--- config.mk ---
export PLATFORM = sky130hd
export DESIGN_NAME = cnn_layer_accel_sysmem_rd_ctrl
export DESIGN_NICKNAME = d
export VERILOG_FILES = /design/src/rtl/cnn_layer_accel_sysmem_pkg.sv /design/src/rtl/cnn_layer_accel_rd_dest_demux.sv /design/src/rtl/cnn_layer_accel_sysmem_rd_ctrl.sv
export SDC_FILE = /design/constraint.sdc
export NUM_CORES = 1
export LEC_CHECK = 0
export ABC_AREA = 1
export BUFFER_PORTS_ARGS = -buffer_cell sky130_fd_sc_hd__buf_2
export CAP_MARGIN = 20
export CORE_AREA = 2 2 147 149
export CTS_CLUSTER_DIAMETER = 50
export DETAILED_ROUTE_END_ITERATION = 8
export DIE_AREA = 0 0 149 151
export PLACE_DENSITY = 0.66
export SLEW_MARGIN = 5
export SYNTH_ARGS = -nofsm -noshare
export SYNTH_HDL_FRONTEND = slang
export SYNTH_SLANG_ARGS = --single-unit
--- constraint.sdc ---
create_clock -name clk_core -period 3.4 [get_ports clk_core]
set_clock_uncertainty 0.15 [all_clocks]
set_input_delay 0.17 -clock clk_core [delete_from_list [all_inputs] [get_ports clk_core]]
set_output_delay 0.17 -clock clk_core [all_outputs]
set_load 0.005 [all_outputs]
--- src/rtl/cnn_layer_accel_sysmem_pkg.sv ---
// ---------------------------------------------------------------------------
// cnn_layer_accel_sysmem_pkg
// Shared types and constants for the system-memory read engine that feeds
// cnn_layer_accel_FAS: controller state encoding, destination buffer indices
// and the default number of destination buffers.
// ---------------------------------------------------------------------------
package cnn_layer_accel_sysmem_pkg;

  localparam int C_NUM_DEST_DEFAULT = 7;
  localparam int DEST_SEL_WIDTH     = 3;

  // Destination buffer indices, as presented on rd_dest_sel.
  localparam logic [DEST_SEL_WIDTH-1:0] DEST_TRANS        = 3'd0;
  localparam logic [DEST_SEL_WIDTH-1:0] DEST_CONV_MAP     = 3'd1;
  localparam logic [DEST_SEL_WIDTH-1:0] DEST_RESD_MAP     = 3'd2;
  localparam logic [DEST_SEL_WIDTH-1:0] DEST_PART_MAP     = 3'd3;
  localparam logic [DEST_SEL_WIDTH-1:0] DEST_PREV_MAP     = 3'd4;
  localparam logic [DEST_SEL_WIDTH-1:0] DEST_KRNL1X1      = 3'd5;
  localparam logic [DEST_SEL_WIDTH-1:0] DEST_KRNL1X1_BIAS = 3'd6;

  typedef enum logic [2:0] {
    IDLE,
    ACK,
    CMD,
    XFER,
    CMPL
  } rd_state_e;

endpackage

--- src/rtl/cnn_layer_accel_rd_dest_demux.sv ---
// ---------------------------------------------------------------------------
// cnn_layer_accel_rd_dest_demux
// Registers an accepted read beat and steers it to one FAS input buffer.
// The write enable is one-hot on the selected destination and appears exactly
// one cycle after the beat is accepted; an out-of-range destination produces
// no write enable at all.
//
// Ports:
//   clk_core     in   core clock
//   rst          in   synchronous active-high reset
//   beat_accept  in   beat accepted this cycle (valid & ready)
//   beat_dest    in   latched destination index
//   beat_data    in   accepted beat data
//   dest_wren    out  registered one-hot write enable per destination
//   dest_datain  out  registered beat data shared by all destinations
// ---------------------------------------------------------------------------
module cnn_layer_accel_rd_dest_demux
  import cnn_layer_accel_sysmem_pkg::*;
#(
  parameter int C_DATA_WIDTH = 128,
  parameter int C_NUM_DEST   = C_NUM_DEST_DEFAULT
) (
  input  logic                      clk_core,
  input  logic                      rst,
  input  logic                      beat_accept,
  input  logic [DEST_SEL_WIDTH-1:0] beat_dest,
  input  logic [C_DATA_WIDTH-1:0]   beat_data,
  output logic [C_NUM_DEST-1:0]     dest_wren,
  output logic [C_DATA_WIDTH-1:0]   dest_datain
);

  logic [C_NUM_DEST-1:0]   wren_d,   wren_q;
  logic [C_DATA_WIDTH-1:0] datain_d, datain_q;

  always_comb begin
    wren_d   = '0;
    datain_d = datain_q;
    if (beat_accept) begin
      datain_d = beat_data;
      for (int i = 0; i < C_NUM_DEST; i++) begin
        if (int'(beat_dest) == i) wren_d[i] = 1'b1;
      end
    end
  end

  always_ff @(posedge clk_core) begin
    if (rst) begin
      wren_q   <= '0;
      // NOTE: datain is only a data register, but it drives a port that must
      // read zero out of reset, so it is cleared along with the control flops.
      datain_q <= '0;
    end else begin
      wren_q   <= wren_d;
      datain_q <= datain_d;
    end
  end

  assign dest_wren   = wren_q;
  assign dest_datain = datain_q;

endmodule

--- src/rtl/cnn_layer_accel_sysmem_rd_ctrl.sv ---
// ---------------------------------------------------------------------------
// cnn_layer_accel_sysmem_rd_ctrl
// System-memory read engine upstream of cnn_layer_accel_FAS. Serves one FAS
// read request at a time: acknowledges and latches the descriptor, issues a
// single burst command, accepts the returned beats subject to per-destination
// backpressure and forwards them to one FAS input buffer.
//
// Optional feature (macro SYSMEM_RD_PERF_CNT_EN): adds perf_beats,
// perf_stall_cyc and perf_bursts counters; core behaviour is unchanged.
//
// Ports:
//   clk_core, rst                    clock, synchronous active-high reset
//   sys_mem_read_req/_ack/_in_prog/_cmpl  FAS read handshake
//   rd_addr, rd_len, rd_dest_sel     request descriptor, sampled with ack
//   mem_cmd_valid/ready/addr/len     burst command to the memory port
//   mem_rd_valid/ready/data          read beat stream from the memory port
//   dest_stall                       per-destination backpressure
//   dest_wren, dest_datain           one-hot write enable and beat data
//   err_bad_dest                     sticky invalid-destination flag
// ---------------------------------------------------------------------------
module cnn_layer_accel_sysmem_rd_ctrl
  import cnn_layer_accel_sysmem_pkg::*;
#(
  parameter int C_ADDR_WIDTH = 32,
  parameter int C_DATA_WIDTH = 128,
  parameter int C_LEN_WIDTH  = 16,
  parameter int C_NUM_DEST   = C_NUM_DEST_DEFAULT
) (
  input  logic                      clk_core,
  input  logic                      rst,
  input  logic                      sys_mem_read_req,
  output logic                      sys_mem_read_req_ack,
  output logic                      sys_mem_read_in_prog,
  output logic                      sys_mem_read_cmpl,
  input  logic [C_ADDR_WIDTH-1:0]   rd_addr,
  input  logic [C_LEN_WIDTH-1:0]    rd_len,
  input  logic [DEST_SEL_WIDTH-1:0] rd_dest_sel,
  output logic                      mem_cmd_valid,
  input  logic                      mem_cmd_ready,
  output logic [C_ADDR_WIDTH-1:0]   mem_cmd_addr,
  output logic [C_LEN_WIDTH-1:0]    mem_cmd_len,
  input  logic                      mem_rd_valid,
  output logic                      mem_rd_ready,
  input  logic [C_DATA_WIDTH-1:0]   mem_rd_data,
  input  logic [C_NUM_DEST-1:0]     dest_stall,
  output logic [C_NUM_DEST-1:0]     dest_wren,
  output logic [C_DATA_WIDTH-1:0]   dest_datain,
  output logic                      err_bad_dest
`ifdef SYSMEM_RD_PERF_CNT_EN
  ,
  output logic [31:0]               perf_beats,
  output logic [31:0]               perf_stall_cyc,
  output logic [15:0]               perf_bursts
`endif
);

  rd_state_e                 state_d, state_q;
  logic [C_ADDR_WIDTH-1:0]   addr_d,  addr_q;
  logic [C_LEN_WIDTH-1:0]    len_d,   len_q;
  logic [C_LEN_WIDTH-1:0]    cnt_d,   cnt_q;
  logic [DEST_SEL_WIDTH-1:0] dest_d,  dest_q;
  logic                      err_d,   err_q;
  logic                      dest_ok;
  logic                      beat_accept;

  always_comb begin
    // NOTE: every output and next-state value gets a default before the case
    // so that no path through the block leaves a latch behind.
    state_d              = state_q;
    addr_d               = addr_q;
    len_d                = len_q;
    cnt_d                = cnt_q;
    dest_d               = dest_q;
    err_d                = err_q;
    sys_mem_read_req_ack = 1'b0;
    sys_mem_read_in_prog = 1'b0;
    sys_mem_read_cmpl    = 1'b0;
    mem_cmd_valid        = 1'b0;
    mem_rd_ready         = 1'b0;
    beat_accept          = 1'b0;
    dest_ok              = int'(dest_q) < C_NUM_DEST;

    unique case (state_q)
      IDLE: begin
        if (sys_mem_read_req) state_d = ACK;
      end
      ACK: begin
        sys_mem_read_req_ack = 1'b1;
        addr_d = rd_addr;
        len_d  = rd_len;
        dest_d = rd_dest_sel;
        cnt_d  = '0;
        if (int'(rd_dest_sel) >= C_NUM_DEST) err_d = 1'b1;
        state_d = (rd_len == '0) ? CMPL : CMD;
      end
      CMD: begin
        mem_cmd_valid = 1'b1;
        if (mem_cmd_ready) state_d = XFER;
      end
      XFER: begin
        sys_mem_read_in_prog = 1'b1;
        // Beats for an invalid destination are drained so the memory port
        // never hangs; the demux simply produces no write for them.
        mem_rd_ready = dest_ok ? ~dest_stall[dest_q] : 1'b1;
        beat_accept  = mem_rd_valid & mem_rd_ready;
        if (beat_accept) begin
          cnt_d = cnt_q + 1'b1;
          if (cnt_q == len_q - 1'b1) state_d = CMPL;
        end
      end
      CMPL: begin
        sys_mem_read_cmpl = 1'b1;
        if (!sys_mem_read_req) state_d = IDLE;
      end
      default: state_d = IDLE;
    endcase
  end

  always_ff @(posedge clk_core) begin
    if (rst) begin
      state_q <= IDLE;
      addr_q  <= '0;
      len_q   <= '0;
      cnt_q   <= '0;
      dest_q  <= '0;
      err_q   <= 1'b0;
    end else begin
      // NOTE: non-blocking assignments so every flop samples pre-edge values.
      state_q <= state_d;
      addr_q  <= addr_d;
      len_q   <= len_d;
      cnt_q   <= cnt_d;
      dest_q  <= dest_d;
      err_q   <= err_d;
    end
  end

  assign mem_cmd_addr = addr_q;
  assign mem_cmd_len  = len_q;
  assign err_bad_dest = err_q;

  cnn_layer_accel_rd_dest_demux #(
    .C_DATA_WIDTH (C_DATA_WIDTH),
    .C_NUM_DEST   (C_NUM_DEST)
  ) u_dest_demux (
    .clk_core    (clk_core),
    .rst         (rst),
    .beat_accept (beat_accept),
    .beat_dest   (dest_q),
    .beat_data   (mem_rd_data),
    .dest_wren   (dest_wren),
    .dest_datain (dest_datain)
  );

`ifdef SYSMEM_RD_PERF_CNT_EN
  logic [31:0] perf_beats_d, perf_beats_q;
  logic [31:0] perf_stall_cyc_d, perf_stall_cyc_q;
  logic [15:0] perf_bursts_d, perf_bursts_q;

  // All counters wrap naturally at full scale.
  always_comb begin
    perf_beats_d     = perf_beats_q + 32'(beat_accept);
    perf_stall_cyc_d = perf_stall_cyc_q
                     + 32'(sys_mem_read_in_prog & mem_rd_valid & ~mem_rd_ready);
    perf_bursts_d    = perf_bursts_q + 16'(mem_cmd_valid & mem_cmd_ready);
  end

  always_ff @(posedge clk_core) begin
    if (rst) begin
      perf_beats_q     <= '0;
      perf_stall_cyc_q <= '0;
      perf_bursts_q    <= '0;
    end else begin
      perf_beats_q     <= perf_beats_d;
      perf_stall_cyc_q <= perf_stall_cyc_d;
      perf_bursts_q    <= perf_bursts_d;
    end
  end

  assign perf_beats     = perf_beats_q;
  assign perf_stall_cyc = perf_stall_cyc_q;
  assign perf_bursts    = perf_bursts_q;
`endif

endmodule

==> flow_metrics.tcl <==
set metrics [dict create \
    status "finished clean" \
    cp_top_family "simple AND/OR/NAND/NOR gates" \
    grt_util_all_layers 0.255 \
    max_freq_mhz 351 \
    setup_violations 0 \
    first_iter_violations 599 \
    dp.cells 1713 \
    syn_area_um2 8110 \
    async_reset_ff_frac 0 \
    syn_inst 1109 \
    p_leak_nw 6.13 \
    wl_per_cell_um 15.4 \
    dr.pass1.iters 6 \
    yosysWarnings 0 \
    slowest_stage "dlygate4sd3_1" \
    via_per_inst 4.90 \
    cp_max_fo 7 \
    layout.nets 1865 \
    endpoint_kind "flop" \
    die_h_um 151 \
    grt_start_max_net_pins 73 \
    vdd_drop_max_v 0.000399 \
    first_global_vias 9460 \
    synth_edf_count 0 \
    cts-htree-levels 1 \
    routed_wl_mm 30.4 \
    fillers 1715 \
    max_slew_margin 0.500 \
    ys_ff_latch 206 \
    area_growth_pct 61.8 \
    syn_area_per_cell_um2 7.31 \
    cts_root_buf "clkbuf_16" \
    fin_cells 1967 \
    final_cell_mix "buf_2, nand2_1, dfxtp_1, dlygate4sd3_1, a21oi_1" \
    drtAntennaViolNets 0 \
    dpl_cell_area_um2 10200 \
    min_path_type "in -> reg" \
    cts_resized 0 \
    io_pins 380 \
    fin_util 0.630 \
    dieArea_um2 22500 \
    cpMostUsedCell "nand2_1" \
    final-hold-violation-count 0 \
    slowest_delay_ns 0.56 \
    chipWidth_um 149 \
    p_per_area_nw_per_um2 577 \
    dp_hpwl_mm 18.6 \
    initial_utilization 0.389 \
    period_share 0.839 \
    slew_violations 0 \
    antenna_found_initial 0 \
    crit_arrival_ns 3.17 \
    grt_overflow 0 \
    r2r_cells 15 \
    drive_gt1_frac 0.264 \
    cp_cell_sequence "inv_1 > ha_1 > nand2_1 > nor2_1 > nand2_1 > nand2_1 > nand2_1 > nor2_1 > nand2_1 > nor2_1 > nand3_1 > nand2_1 > nand3_1 > a21oi_1 > dlygate4sd3_1" \
    yosysSeqAreaShare 0.509 \
    crit_buf_inv 2 \
    hold_path_depth 8 \
    cts_tree "built" \
    final_common_cell "buf_2" \
    design_area_um2 13100 \
    power_w 0.00757 \
    max-cap-violations 0 \
    synth_nets 1302 \
    cp.depth 15 \
    clkTransAtPathRegs_ns 0.06 \
    max_slew.worst_pin.slew_ns 0.750 \
    rsz0062_at_grt "no" \
    numCtsBuffers 26 \
    clk_latency_ns 0.53 \
    core_um2 20800 \
    min_period_ns 2.85 \
    start_kind "flop" \
    setup-tns-final_ns 0 \
    cts.path.max_buffers 3 \
    worstPathRequired_ns 3.72 \
    drc_errors 0 \
    grt_pass1_wl_mm 46.8 \
    path_class "reg -> reg" \
    ys.flop_type "dfxtp_1" \
    rows 53 \
    vias 9642 \
    synth.distinct_cells 30 \
    port_buffers 379 \
    clock-sinks 206 \
    routabilityCongestion 0.874 \
]
[Yosys cell counts (all sizes together) (2+ instances only)]
master | number | area share
nor3 | 11 | 0.0088
nand3 | 29 | 0.018
nand2 | 366 | 0.17
inv | 54 | 0.025
o21ai | 66 | 0.041
nor4 | 5 | 0.0039
ha | 2 | 0.0031
nor2 | 131 | 0.065
dfxtp | 206 | 0.51
nand4 | 5 | 0.0039
nand3b | 3 | 0.0028
buf | 28 | 0.021
clkbuf | 31 | 0.014
xor2 | 8 | 0.0086
xnor2 | 6 | 0.0065
a21oi | 155 | 0.096
[worst paths after layout]
kind         slack, ns                                       from                                        end
max reg2reg       0.55                mem_cmd_len[0]$_SDFFE_PP0P_                    state_q[2]$_SDFFE_PP0P_
max               0.55                mem_cmd_len[0]$_SDFFE_PP0P_                    state_q[2]$_SDFFE_PP0P_
min               0.09                              dest_stall[4]                      cnt_q[1]$_SDFFE_PP0P_
min reg2reg       0.31  u_dest_demux.dest_datain[54]$_SDFFE_PP0P_  u_dest_demux.dest_datain[54]$_SDFFE_PP0P_
[metal layers]
layer	global-route usage	part of all wire	vias to the layer above
li1	-	-	4682
met5	0	0	-
met1	0.287	0.38	4430
met2	0.452	0.50	415
met3	0.0593	0.073	115
met4	0.130	0.046	0
[timing repair]
item                                   CTS  global route
buffers inserted                         0             0
endpoints found under the hold margin  184             0
hold buffers                           205             0
[tightest hold or removal path, stage by stage]
cell     delay (ns)
buf_2          0.08
nand2_1        0.05
nand3_1        0.07
nand2_1        0.06
nand2_2        0.10
nor2_2         0.06
nand3_1        0.06
a21oi_1        0.06
[stage by stage]
| step | hold slack, ns | setup WS [ns] |
|---|---|---|
| floorplan | 0.155 | 1.43 |
| detailed placement | 0.248 | 0.987 |
| global placement | 0.241 | 1.09 |
| finish | 0.0942 | 0.547 |
| CTS | 0.0778 | 0.595 |
| global route | 0.130 | 0.239 |
[sequential cells by signal, indices dropped and copies added (netlist names)]
signal / flops
u_dest_demux.dest_datain: 128
mem_cmd_addr: 32
cnt_q: 16
mem_cmd_len: 16
u_dest_demux.dest_wren: 7
dest_q: 3
state_q: 3
err_bad_dest: 1
[kinds of logic after synthesis]
family                     Yosys count  share of synthesized area
and+or+nand+nor                    551                      0.274
AOI/OAI and AO/OA                  223                      0.138
DFF                                206                      0.509
buffers and inverters              113                     0.0608
xor gates and xnor gates            14                     0.0151
adders and majority gates            2                    0.00309
[where the power goes]
group          leakage (nW)  internal (W)  total [W]  switching, W
logic                  4.04      0.000792    0.00192       0.00113
registers              1.67       0.00266    0.00286      0.000199
clock network         0.419       0.00167    0.00278       0.00111
[area by class of cell]
cell class | count | area [um^2] | area share
diodes | 2 | 5.00 | 0.000382
repair buffers | 594 | 4060 | 0.309
clock buffers | 35 | 724 | 0.0552
inverters | 54 | 206 | 0.0157
well taps | 275 | 344 | 0.0262
multi-input cells | 790 | 3500 | 0.267
clock inverters | 11 | 155 | 0.0118
flip-flops and latches | 206 | 4120 | 0.314
Power figures use the tool's default switching activity.
